## src/rtl/alu_sched_pkg.sv

```systemverilog
// rtl/alu_sched_pkg.sv - shared opcode constants and FSM state encoding for the ALU scheduler
package alu_sched_pkg;

  localparam logic [1:0] OP_ADD = 2'b00;
  localparam logic [1:0] OP_SUB = 2'b01;
  localparam logic [1:0] OP_AND = 2'b10;
  localparam logic [1:0] OP_SHR = 2'b11;

  typedef enum logic [1:0] {
    IDLE = 2'd0,
    EXEC = 2'd1,
    RESP = 2'd2
  } state_t;

endpackage

```

## src/rtl/alu_core.sv

```systemverilog
// rtl/alu_core.sv - registered W-bit mini-ALU; result only updates when en is high
module alu_core
  import alu_sched_pkg::*;
#(
  parameter int W = 3
) (
  input  logic         clk,
  input  logic         rst,
  input  logic         en,
  input  logic [1:0]   op,
  input  logic [W-1:0] a,
  input  logic [W-1:0] b,
  output logic [W-1:0] res
);

  logic [W-1:0] w_res_next;
  logic [W-1:0] r_res;

  always_comb begin
    w_res_next = '0;
    case (op)
      OP_ADD:  w_res_next = a + b;
      OP_SUB:  w_res_next = a + ~b + W'(1);
      OP_AND:  w_res_next = a & b;
      default: w_res_next = a >> 1;
    endcase
  end

  always_ff @(posedge clk) begin
    if (rst) begin
      r_res <= '0;
    end else if (en) begin
      r_res <= w_res_next;
    end
  end

  assign res = r_res;

endmodule

```

## src/rtl/alu_rr_scheduler.sv

```systemverilog
// rtl/alu_rr_scheduler.sv - round-robin arbiter sharing one registered ALU among N requesters
module alu_rr_scheduler
  import alu_sched_pkg::*;
#(
  parameter int N    = 2,
  parameter int W    = 3,
  parameter int IDW  = 1,
  parameter int CNTW = 8
) (
  input  logic            clk,
  input  logic            rst,
  input  logic [N-1:0]    req_valid,
  output logic [N-1:0]    req_ready,
  input  logic [2*N-1:0]  req_op,
  input  logic [W*N-1:0]  req_a,
  input  logic [W*N-1:0]  req_b,
  output logic            rsp_valid,
  input  logic            rsp_ready,
  output logic [IDW-1:0]  rsp_id,
  output logic [W-1:0]    rsp_data,
  output logic [CNTW-1:0] done_cnt,
  output logic            busy
);

  localparam logic [IDW:0] NW = (IDW + 1)'(N);

  state_t          r_state;
  logic [IDW-1:0]  r_rr_ptr;
  logic [IDW-1:0]  r_gnt;
  logic [IDW-1:0]  r_rsp_id;
  logic [1:0]      r_op;
  logic [W-1:0]    r_a;
  logic [W-1:0]    r_b;
  logic            r_rsp_valid;
  logic [CNTW-1:0] r_done_cnt;

  logic            w_found;
  logic [IDW-1:0]  w_grant;
  logic [IDW:0]    w_sum;
  logic            w_alu_en;
  logic [W-1:0]    w_res;

  // Walk from the highest offset down so the closest valid requester to rr_ptr wins.
  always_comb begin
    w_found = 1'b0;
    w_grant = '0;
    w_sum   = '0;
    for (int k = N - 1; k >= 0; k--) begin
      w_sum = {1'b0, r_rr_ptr} + (IDW + 1)'(k);
      if (w_sum >= NW) w_sum = w_sum - NW;
      if (req_valid[w_sum[IDW-1:0]]) begin
        w_found = 1'b1;
        w_grant = w_sum[IDW-1:0];
      end
    end
  end

  always_comb begin
    req_ready = '0;
    if (!rst && r_state == IDLE && w_found) req_ready[w_grant] = 1'b1;
  end

  always_ff @(posedge clk) begin
    if (rst) begin
      r_state     <= IDLE;
      r_rr_ptr    <= '0;
      r_gnt       <= '0;
      r_rsp_id    <= '0;
      r_op        <= '0;
      r_a         <= '0;
      r_b         <= '0;
      r_rsp_valid <= 1'b0;
      r_done_cnt  <= '0;
    end else begin
      case (r_state)
        IDLE: begin
          if (w_found) begin
            r_op     <= req_op[2*int'(w_grant) +: 2];
            r_a      <= req_a[W*int'(w_grant) +: W];
            r_b      <= req_b[W*int'(w_grant) +: W];
            r_gnt    <= w_grant;
            r_rr_ptr <= (w_grant == IDW'(N - 1)) ? '0 : w_grant + IDW'(1);
            r_state  <= EXEC;
          end
        end
        EXEC: begin
          r_rsp_valid <= 1'b1;
          r_rsp_id    <= r_gnt;
          r_state     <= RESP;
        end
        RESP: begin
          if (rsp_ready) begin
            r_rsp_valid <= 1'b0;
            r_done_cnt  <= r_done_cnt + CNTW'(1);
            r_state     <= IDLE;
          end
        end
        default: r_state <= IDLE;
      endcase
    end
  end

  assign w_alu_en = (r_state == EXEC);

  alu_core #(.W(W)) u_alu (
    .clk (clk),
    .rst (rst),
    .en  (w_alu_en),
    .op  (r_op),
    .a   (r_a),
    .b   (r_b),
    .res (w_res)
  );

  assign rsp_valid = r_rsp_valid;
  assign rsp_id    = r_rsp_id;
  assign rsp_data  = w_res;
  assign done_cnt  = r_done_cnt;
  assign busy      = (r_state != IDLE);

endmodule

```

## config.mk

```make
export PLATFORM = sky130hd
export DESIGN_NAME = alu_rr_scheduler
export DESIGN_NICKNAME = d
export VERILOG_FILES = /design/src/rtl/alu_sched_pkg.sv /design/src/rtl/alu_core.sv /design/src/rtl/alu_rr_scheduler.sv
export SDC_FILE = /design/constraint.sdc
export NUM_CORES = 1
export LEC_CHECK = 0
export BUFFER_PORTS_ARGS = -buffer_cell sky130_fd_sc_hd__buf_2
export CORE_MARGIN = 2
export CORE_UTILIZATION = 50
export DETAILED_ROUTE_END_ITERATION = 8
export PLACE_DENSITY_LB_ADDON = 0.15
export SYNTH_ARGS = -nofsm -noshare
export SYNTH_HDL_FRONTEND = slang
export SYNTH_SLANG_ARGS = --single-unit
export TNS_END_PERCENT = 100
```

## constraint.sdc

```tcl
create_clock -name clk -period 2.1 [get_ports clk]
set_input_delay 0.21 -clock clk [delete_from_list [all_inputs] [get_ports clk]]
set_output_delay 0.21 -clock clk [all_outputs]
set_load 0.02 [all_outputs]
```

== Word level (Yosys, flattened, before mapping) ==
Index checks and enable logic that the tools add are counted.

* Add/subtract/negate cells: 8
* Multipliers: 1
* Divide/modulo/power cells: 0
* Magnitude comparators: 6
* Eq/ne operators: 6
* Shift-type cells: 3
* Multiplexer cells: 20
* Bitwise logic cells: 2
* Reductions and logical operators: 12

{| class="wikitable"
|+ Operators by type and width
! cell !! number
|-
| 6-bit by 32-bit indexed part select with 3-bit output || 1
|-
| 1-bit two-way mux || 13
|-
| 3-bit one-hot mux with 3 select lines || 1
|-
| 8-bit by 1-bit adder with 8-bit output (second input constant) || 1
|-
| 2-bit AND reduction || 4
|-
| 3-bit adder || 2
|-
| 1-bit by 2-bit < comparator with 1-bit output (second input constant) || 3
|-
| 2-bit two-way mux || 3
|-
| 2-bit one-hot mux with 3 select lines || 1
|-
| 6-bit by 4-bit indexed part select with 3-bit output || 1
|-
| 2-bit by 1-bit == test with 1-bit output (second input constant) || 2
|-
| 2-bit == test (second input constant) || 2
|-
| 2-bit zero test || 2
|-
| 2-bit != test (second input constant) || 2
|-
| 2-bit nonzero test || 2
|-
| 4-bit by 3-bit indexed part select with 2-bit output || 1
|-
| 3-bit by 1-bit adder with 3-bit output (second input constant) || 1
|-
| 3-bit AND || 1
|-
| 1-bit logical AND || 3
|-
| 2-bit by 1-bit multiplier with 3-bit output (first input constant) || 1
|-
| 3-bit inverter || 1
|-
| 1-bit by 1-bit adder with 2-bit output (second input constant) || 1
|-
| 1-bit by 2-bit greater-or-equal comparator with 1-bit output (second input constant) || 1
|-
| 2-bit greater-or-equal comparator (second input constant) || 1
|-
| other kinds (6) || 7
|}

* Register bits after elaboration: 25
* Latch bits: 0
* Bits in writable memories: 0
* Memory bits (read-only): 0
* Output and inout port bits: 16
* Memories kept: 0

== Longest topological paths before layout ==
Gate-level depths: netlist of the first run.

* Depth after elaboration: 12
* Gate-level depth with buffers: 6
* Depth with buffers taken out: 6

== Modules after synthesis ==
Synthesis of the first run repeated with hierarchy kept, for this count alone.

* Cell total of the unflattened synthesis: 146
* Area total of the unflattened synthesis: 1303.8 um^2

{| class="wikitable"
|+ By module, submodules not included
! module !! times used !! cells an instance !! area an instance (um^2) !! seq. area each (um^2)
|-
| alu_rr_scheduler || 1 || 112 || 978.4 || 440.4
|-
| alu_core || 1 || 34 || 325.3 || 60.1
|}

== Worst setup path after synthesis of the first run ==
No wires, ideal clock.

* Path kind: register to register
* Start: register r_a[0]
* End: register u_alu.r_res[1] (netlist: u_alu.res[1])
* Data arrival time: 1.642 ns
* Setup slack: 0.344 ns
* Cell stages (with the launch flop): 7
* Cell sequence: dfxtp_1 inv_1 ha_1 fa_1 inv_1 mux4_2 a21o_1

* Longest elaborated chain between the ends: 3
* Elaborated cells between the ends (all ways): 4
* Those cells by class: 3 x add/sub; 1 x mux

{| class="wikitable"
|+ Ends and longest elaborated chain
! what !! line !! source
|-
| from (decl) || alu_rr_scheduler.sv:32 || <nowiki>logic [W-1:0] r_a;</nowiki>
|-
| from (signal assigned) || alu_rr_scheduler.sv:79 || <nowiki>r_a <= req_a[W*int'(w_grant) +: W];</nowiki>
|-
| 3-bit adder || alu_core.sv:23 || <nowiki>OP_SUB: w_res_next = a + ~b + W'(1);</nowiki>
|-
| 3-bit by 1-bit adder with 3-bit output || alu_core.sv:23 ||
|-
| 3-bit one-hot mux with 3 select lines * || alu_core.sv:21 || <nowiki>case (op)</nowiki>
|-
| to (signal assigned) || alu_core.sv:33 || <nowiki>r_res <= w_res_next;</nowiki>
|-
| to (decl) || alu_core.sv:17 || <nowiki>logic [W-1:0] r_res;</nowiki>
|}

Mark *: on every way between the ends. The rest lies on a longest branch, timed or not.
A chain may end at the register's enable or synchronous reset.

== Worst setup path after layout of the first run ==
* Start: register r_state[1]
* End: output port req_ready[1]

* Longest elaborated chain between the ends: 4

{| class="wikitable"
|+ Ends and longest elaborated chain
! what !! line !! source
|-
| from (decl) || alu_rr_scheduler.sv:27 || <nowiki>state_t r_state;</nowiki>
|-
| from (signal assigned) || alu_rr_scheduler.sv:65 || <nowiki>r_state <= IDLE;</nowiki>
|-
| from (signal assigned) || alu_rr_scheduler.sv:83 || <nowiki>r_state <= EXEC;</nowiki>
|-
| from (signal assigned) || alu_rr_scheduler.sv:89 || <nowiki>r_state <= RESP;</nowiki>
|-
| 2-bit zero test || alu_rr_scheduler.sv:60 || <nowiki>if (!rst && r_state == IDLE && w_found) req_ready[w_grant] = 1'b1;</nowiki>
|-
| 1-bit logical AND (2 in series) || alu_rr_scheduler.sv:60 ||
|-
| 2-bit two-way mux || alu_rr_scheduler.sv:60 ||
|-
| to (decl) || alu_rr_scheduler.sv:13 || <nowiki>output logic [N-1:0] req_ready,</nowiki>
|}

No other way between the ends.

==> results of run 1 <==
[power by group]
| group | internal, W | total (W) | switching, W |
|---|---|---|---|
| Sequential | 0.000506 | 0.000544 | 0.0000379 |
| Combinational | 0.0000888 | 0.000191 | 0.000102 |
| Clock | 0.0000726 | 0.000220 | 0.000147 |
[metal layers]
metal,up-vias,wire (um)
li1,557,-
met1,532,1240
met2,28,1270
met3,2,118
met4,0,15
met5,-,0
[registers in the layout, indices dropped and copies added (netlist names)]
register   flops
done_cnt       8
r_a            3
r_b            3
r_gnt          1
r_op           2
r_rr_ptr       1
r_state        2
rsp_id         1
rsp_valid      1
u_alu.res      3
[stage by stage]
| step | hold slack (ns) | setup WS (ns) | utilization, % | total power [W] | instance area (sq um) |
|---|---|---|---|---|---|
| 2_1_floorplan | 0.349 | 0.344 | - | 0.000681 | 1250 |
| 3_3_place_gp | 0.435 | 0.323 | 60.0 | 0.000737 | 1450 |
| 4_1_cts | 0.103 | 0.231 | 61.3 | 0.000966 | 1480 |
| 6_report | 0.112 | 0.220 | 61.3 | 0.000955 | 1480 |
| 3_5_place_dp | 0.441 | 0.278 | 60.0 | 0.000747 | 1450 |
| 5_1_grt | 0.101 | 0.117 | 61.3 | 0.00101 | 1480 |
[worst max-delay path by stage]
stage / start / end / slack [ns] / cells after the start
after floorplan: r_a[0] / u_alu.res[1] / 0.34 / 6
after global placement: r_a[0] / u_alu.res[1] / 0.32 / 6
after detailed placement: r_a[0] / u_alu.res[1] / 0.28 / 6
after CTS: r_state[1] / req_ready[1] / 0.23 / 3
after global routing: r_state[1] / req_ready[1] / 0.12 / 3
final: r_state[1] / req_ready[1] / 0.22 / 3
[area by class of cell]
| cell class | count | area share (%) |
|---|---|---|
| clock buffers | 3 | 1.53 |
| clock inverters | 1 | 0.508 |
| multi-input cells | 97 | 48.1 |
| flip-flops and latches | 25 | 33.9 |
| well taps | 30 | 2.54 |
| inverters | 5 | 1.27 |
| repair buffers | 36 | 12.2 |
[kinds of logic (layout without fill, tap and decap cells)]
group / after synthesis / after routing
DFF: 25 / 25
buffers and inverters: 9 / 45
and+or+nand+nor: 49 / 49
adders and majority gates: 7 / 7
AOI/OAI and AO/OA: 34 / 34
muxes: 5 / 5
xor gates and xnor gates: 2 / 2
[placed cells by master (no fill, tap or decap), types with 5 or more instances in the layout]
cell type  instances
buf_2             36
dfxtp_1           25
nand3_1           10
a21oi_1            9
nor2_1             8
o21ai_0            7
inv_1              5
and3_1             5
nand2_1            5
ha_1               5
==> metrics.txt, run 1 <==
GRT Total Usage=about a fifth; synthesized area=1250 sq um; CP arrival=around 1.7 ns; total routed wirelength=2650 um; hpwl dp=approximately 2000 um; Area growth, synth to finish=18.5%; TritonRoute pass-1 iters=4; Worst Hold Class=in -> reg; residual DRC count=0; Nets=196; Row Count=18; r2r setup slk=about 0.26 ns; final hold violations=0; ys flop type=dfxtp_1; first-pass GRT wire length=roughly 4200 um; Worst Min Path Start=req_b[4]; mux contribution to synthesized area=around 5%; Worst-Margin Slew=0.556 ns; count leader, synth=dfxtp_1; Post-CTS Setup Inserts=0; M3 GR Usage=2.50%; Yosys warning total=0; distinct cell type count after synthesis=39; share of layout cells above drive strength 1=approximately 28%; register area=~500 sq um; status=completed; Max Cap Viol=0; WP buf/inv=1; post-synthesis adder-cell area fraction=8.23%; slowest stage delay, CP=approximately 0.46 ns; DIE AREA=about 2900 sq um; Starting Density=a little over 50%; synthesized flop and latch total=25; CTS tree=done; Worst path slowest cell=dfxtp_1; clk buf depth=2; Fillers=between 200 and 250; Syn Area/Cell=9.51 sq um; count of port buffers added during placement=36; hold path depth=2; Final Skew=0.00974 ns; P_leak=between 0.6 and 0.7 nW; Antenna Diode Count=0; I/O Pins=37; via count of the routed design=approximately 1100; DR iter-0 viols=13; Post-synth EDFFs=0; Seq/Total Area, Yosys=between 40 and 50%; CP cell instances=nor3_2, and3_1, buf_2; clock latency on the worst-skew pair=0.32 ns; Slew Limit Fails=0; hold buffers post-CTS=0; pin count of the biggest net entering global routing=24; PwrDens=647 nW/um^2; Congestion Overflow GR=0; total core area=between 2000 and 2500 sq um; relative slew slack=between 60% and 70%; Syn Nets=between 150 and 200; Vert. Die Dim=roughly 54 um; critical path required time=1.89 ns; initial antenna violation count=0; post-synth top area cell=dfxtp_1; DR vias/cell=between 5 and 6; root buffer cell=clkbuf_4; RR Endpoint=u_alu.res[1]; peak supply drop=around 450 uV; dominant cells by area after synthesis=dfxtp_1, ha_1, nand3_1; Worst-path clk slew=~0.15 ns; post-synth top area share=around two fifths; Final setup viols=0; fin crit period=between 1.5 and 2 ns; post-synthesis async set-or-reset flop share=0%; CTS Sinks=25; CP Max Fanout=8; vias in the first global route=975; commonest cells in the netlist=dfxtp_1, nand3_1, a21oi_1, nor2_1, o21ai_0; Setup TNS=0 ns; simple-gate share of the synthesized area=about a quarter; post-route ant nets=0; crit share post-route=between 80% and 90%; XOR/XNOR Fraction of Synth Area=under 10%; H-tree levels=1; TritonCTS Buffers=3; post-synthesis compound-gate area fraction=18.1%; Worst R2R Start=r_a[0]; main combinational cell family by area after synthesis=simple AND/OR/NAND/NOR gates; met1 Use GR=between 20% and 30%; path depth of the worst reg2reg path=6; Post-Synthesis Cells=between 100 and 150; Die X-Extent=53.9 um; crit end category=output port; hold worst-path end=r_b[1]; Cell Count Post-Placement=just under 200; area of the multi-input gates=approximately 710 sq um; Critical Path Start Type=flip-flop; Resized cells post-CTS=0; routed len/inst=13.4 um; Final GP Congestion=approximately 0.84; Post-Layout Cell Count=~200; busiest grt layer=met2; cell family with most CP delay=simple AND/OR/NAND/NOR gates; unrepaired setup endpoints after global routing=false; met2 Resource Use GR=between 30 and 40%; Max Clk Rate=532 MHz; critical path class=reg -> out
No activity file was read; power rests on OpenSTA's default activity.
==> inputs of run 2 (changes only) <==
ABC_AREA = 1   (was not set)
CORE_UTILIZATION = 51   (was 50)
==> run 2 against run 1 <==
Sequential share of layout area is 1.8 points lower. Highest routed layer unchanged. Synthesized area is 7.0% higher. Critical path depth is 3 higher.
==> metrics.txt, run 2 <==
status=completed; crit share post-route=84.8%; root buffer cell=clkbuf_4; commonest non-fill, non-tap cell in the layout=nand2_1; Post-synth EDFFs=0; I/O Pins=37; hold buffers post-CTS=0; Seq/Total Area, Yosys=between 30% and 40%; Die X-Extent=around 55 um; unrepaired setup endpoints after global routing=false; GRT Total Usage=between 20% and 30%; Congestion Overflow GR=0; Row Count=18; Post-Synthesis Cells=193; TritonRoute pass-1 iters=4; TritonCTS Buffers=3; relative slew slack=67.5%; residual DRC count=0; total routed wirelength=between 2000 and 3000 um; critical path required time=1.89 ns; clk buf depth=2; distinct cell type count after synthesis=22; CTS Sinks=25; Post-CTS Setup Inserts=0; post-route ant nets=0; clock power share=21.9%; pin count of the biggest net entering global routing=15; initial antenna violation count=0; Worst Hold Class=in -> reg; Final Skew=just under 0.0009 ns; Area growth, synth to finish=17.0%; Critical Path Start Type=flip-flop; dominant cells by area after synthesis=dfxtp_1, nand2_1, nand3_1; Reg power frac=between 50 and 60%; hpwl dp=about 2200 um; CTS tree=done; switching power=around 0.00032 W; synthesized area=roughly 1300 sq um; Switching Share=32.3%; count leader, synth=nand2_1; Final GP Congestion=0.815; PwrDens=roughly 630 nW/um^2; ys flop type=dfxtp_1; Antenna Diode Count=0; post-synth top area cell=dfxtp_1; post-synthesis async set-or-reset flop share=0%; H-tree levels=1; Worst-Margin Slew=~0.5 ns; synthesized flop and latch total=25; fin crit period=between 1.5 and 2 ns; Yosys warning total=0; Comb power frac=22.9%; Resized cells post-CTS=0; share of layout cells above drive strength 1=between 20% and 30%; Int Pwr=between 0.0006 and 0.0007 W; final hold violations=0; routed len/inst=between 10 and 15 um; Vert. Die Dim=about 55 um; total core area=2480 sq um; Max Clk Rate=roughly 560 MHz; count of port buffers added during placement=36; CP arrival=~1.6 ns; Worst-path clk slew=0.13 ns; Syn Area/Cell=just under 7 sq um; DR vias/cell=around 4.9; Slew Limit Fails=0; pre-CTS WS=about 0.62 ns; DIE AREA=about 3000 sq um; Syn Nets=~220; Largest register FFs=8; CP Max Fanout=13; peak supply drop=about 430 uV; Nets=~260; first-pass GRT wire length=around 4600 um; PnR worst setup slack=approximately 0.32 ns; via count of the routed design=roughly 1300; Final setup viols=0; Starting Density=between 50% and 60%; post-synth top area share=between 30% and 40%; commonest cells after routing, fill and taps aside=nand2_1, buf_2, inv_1, dfxtp_1, nand3_1; Setup TNS=0 ns; critical path class=reg -> out; DR iter-0 viols=20; commonest cells in the netlist=nand2_1, inv_1, dfxtp_1, nand3_1, nor2_1; vias in the first global route=about 1100; P_leak=0.814 nW; clock latency on the worst-skew pair=about 0.32 ns; Max Cap Viol=0; crit end category=output port
## run 2: cell count changes after synthesis, sizes merged, moves of 3 or more
cell,before,now
a21oi,9,12
a221o,4,0
a31oi,4,1
and3,5,0
inv,5,29
mux2i,4,0
nand2,5,61
nand3,10,23
nor2,9,20
nor2b,3,0
o31ai,3,0
or4,3,0
## run 2: kinds of logic (layout without fill, tap and decap cells)
| kind of cell | Yosys count | in the layout | synth area share, % |
|---|---|---|---|
| compound gates | 21 | 21 | 8.44 |
| fa+ha+maj | 7 | 7 | 7.69 |
| flops | 25 | 25 | 37.5 |
| simple gates | 107 | 107 | 36.8 |
| buf+inv | 33 | 69 | 9.57 |
## run 2: path summary, 6_finish.rpt
path | start | endpoint | slack, ns | cells after the start
max | r_state[1] | req_ready[0] | 0.32 | 6
min | req_b[2] | r_b[2] | 0.09 | 3
max reg2reg | r_a[0] | u_alu.res[1] | 0.58 | 8
min reg2reg | rsp_valid | rsp_valid | 0.47 | 2
## run 2: worst max-delay path, stage by stage, from the launching register on
cell     delay (ns)
dfxtp_1        0.37
nor2_2         0.16
o21ai_2        0.17
inv_1          0.09
nand2_1        0.07
nor2_2         0.18
buf_2          0.20
## run 2: layout make-up
| type | count | area [sq um] |
|---|---|---|
| Tap cell | 30 | 37.5 |
| Clock buffer | 3 | 22.5 |
| Clock inverter | 1 | 5.00 |
| Sequential cell | 25 | 500 |
| Multi-Input combinational cell | 135 | 706 |
| Fill cell | 243 | 917 |
| Timing Repair Buffer | 36 | 180 |
| Inverter | 29 | 109 |
## run 2: through the flow
stage	instances	instance area (sq um)	util, %	power, W	hold slack [ns]
CTS	259	1560	63.0	0.000989	0.0829
global placement	255	1530	61.9	0.000769	0.424
finish	259	1560	63.0	0.000981	0.0891
floorplan	193	1330	-	0.000707	0.323
global route	259	1560	63.0	0.00105	0.0794
detailed placement	255	1530	61.9	0.000777	0.428
## run 2: power groups by stage
stage	clock network (W)	logic (W)	registers (W)
after floorplan	0	0.000153	0.000554
after global placement	0	0.000218	0.000551
after detailed placement	0	0.000225	0.000552
after CTS	0.000221	0.000227	0.000541
after global routing	0.000244	0.000258	0.000547
final	0.000215	0.000224	0.000541
## run 2: layer usage
| layer | vias up | wire length [um] | track usage, % |
|---|---|---|---|
| met2 | 21 | 1430 | 38.7 |
| met1 | 554 | 1180 | 24.2 |
| met5 | - | 0 | 0 |
| li1 | 678 | - | - |
| met4 | 0 | 31 | 8.54 |
| met3 | 4 | 91 | 2.96 |
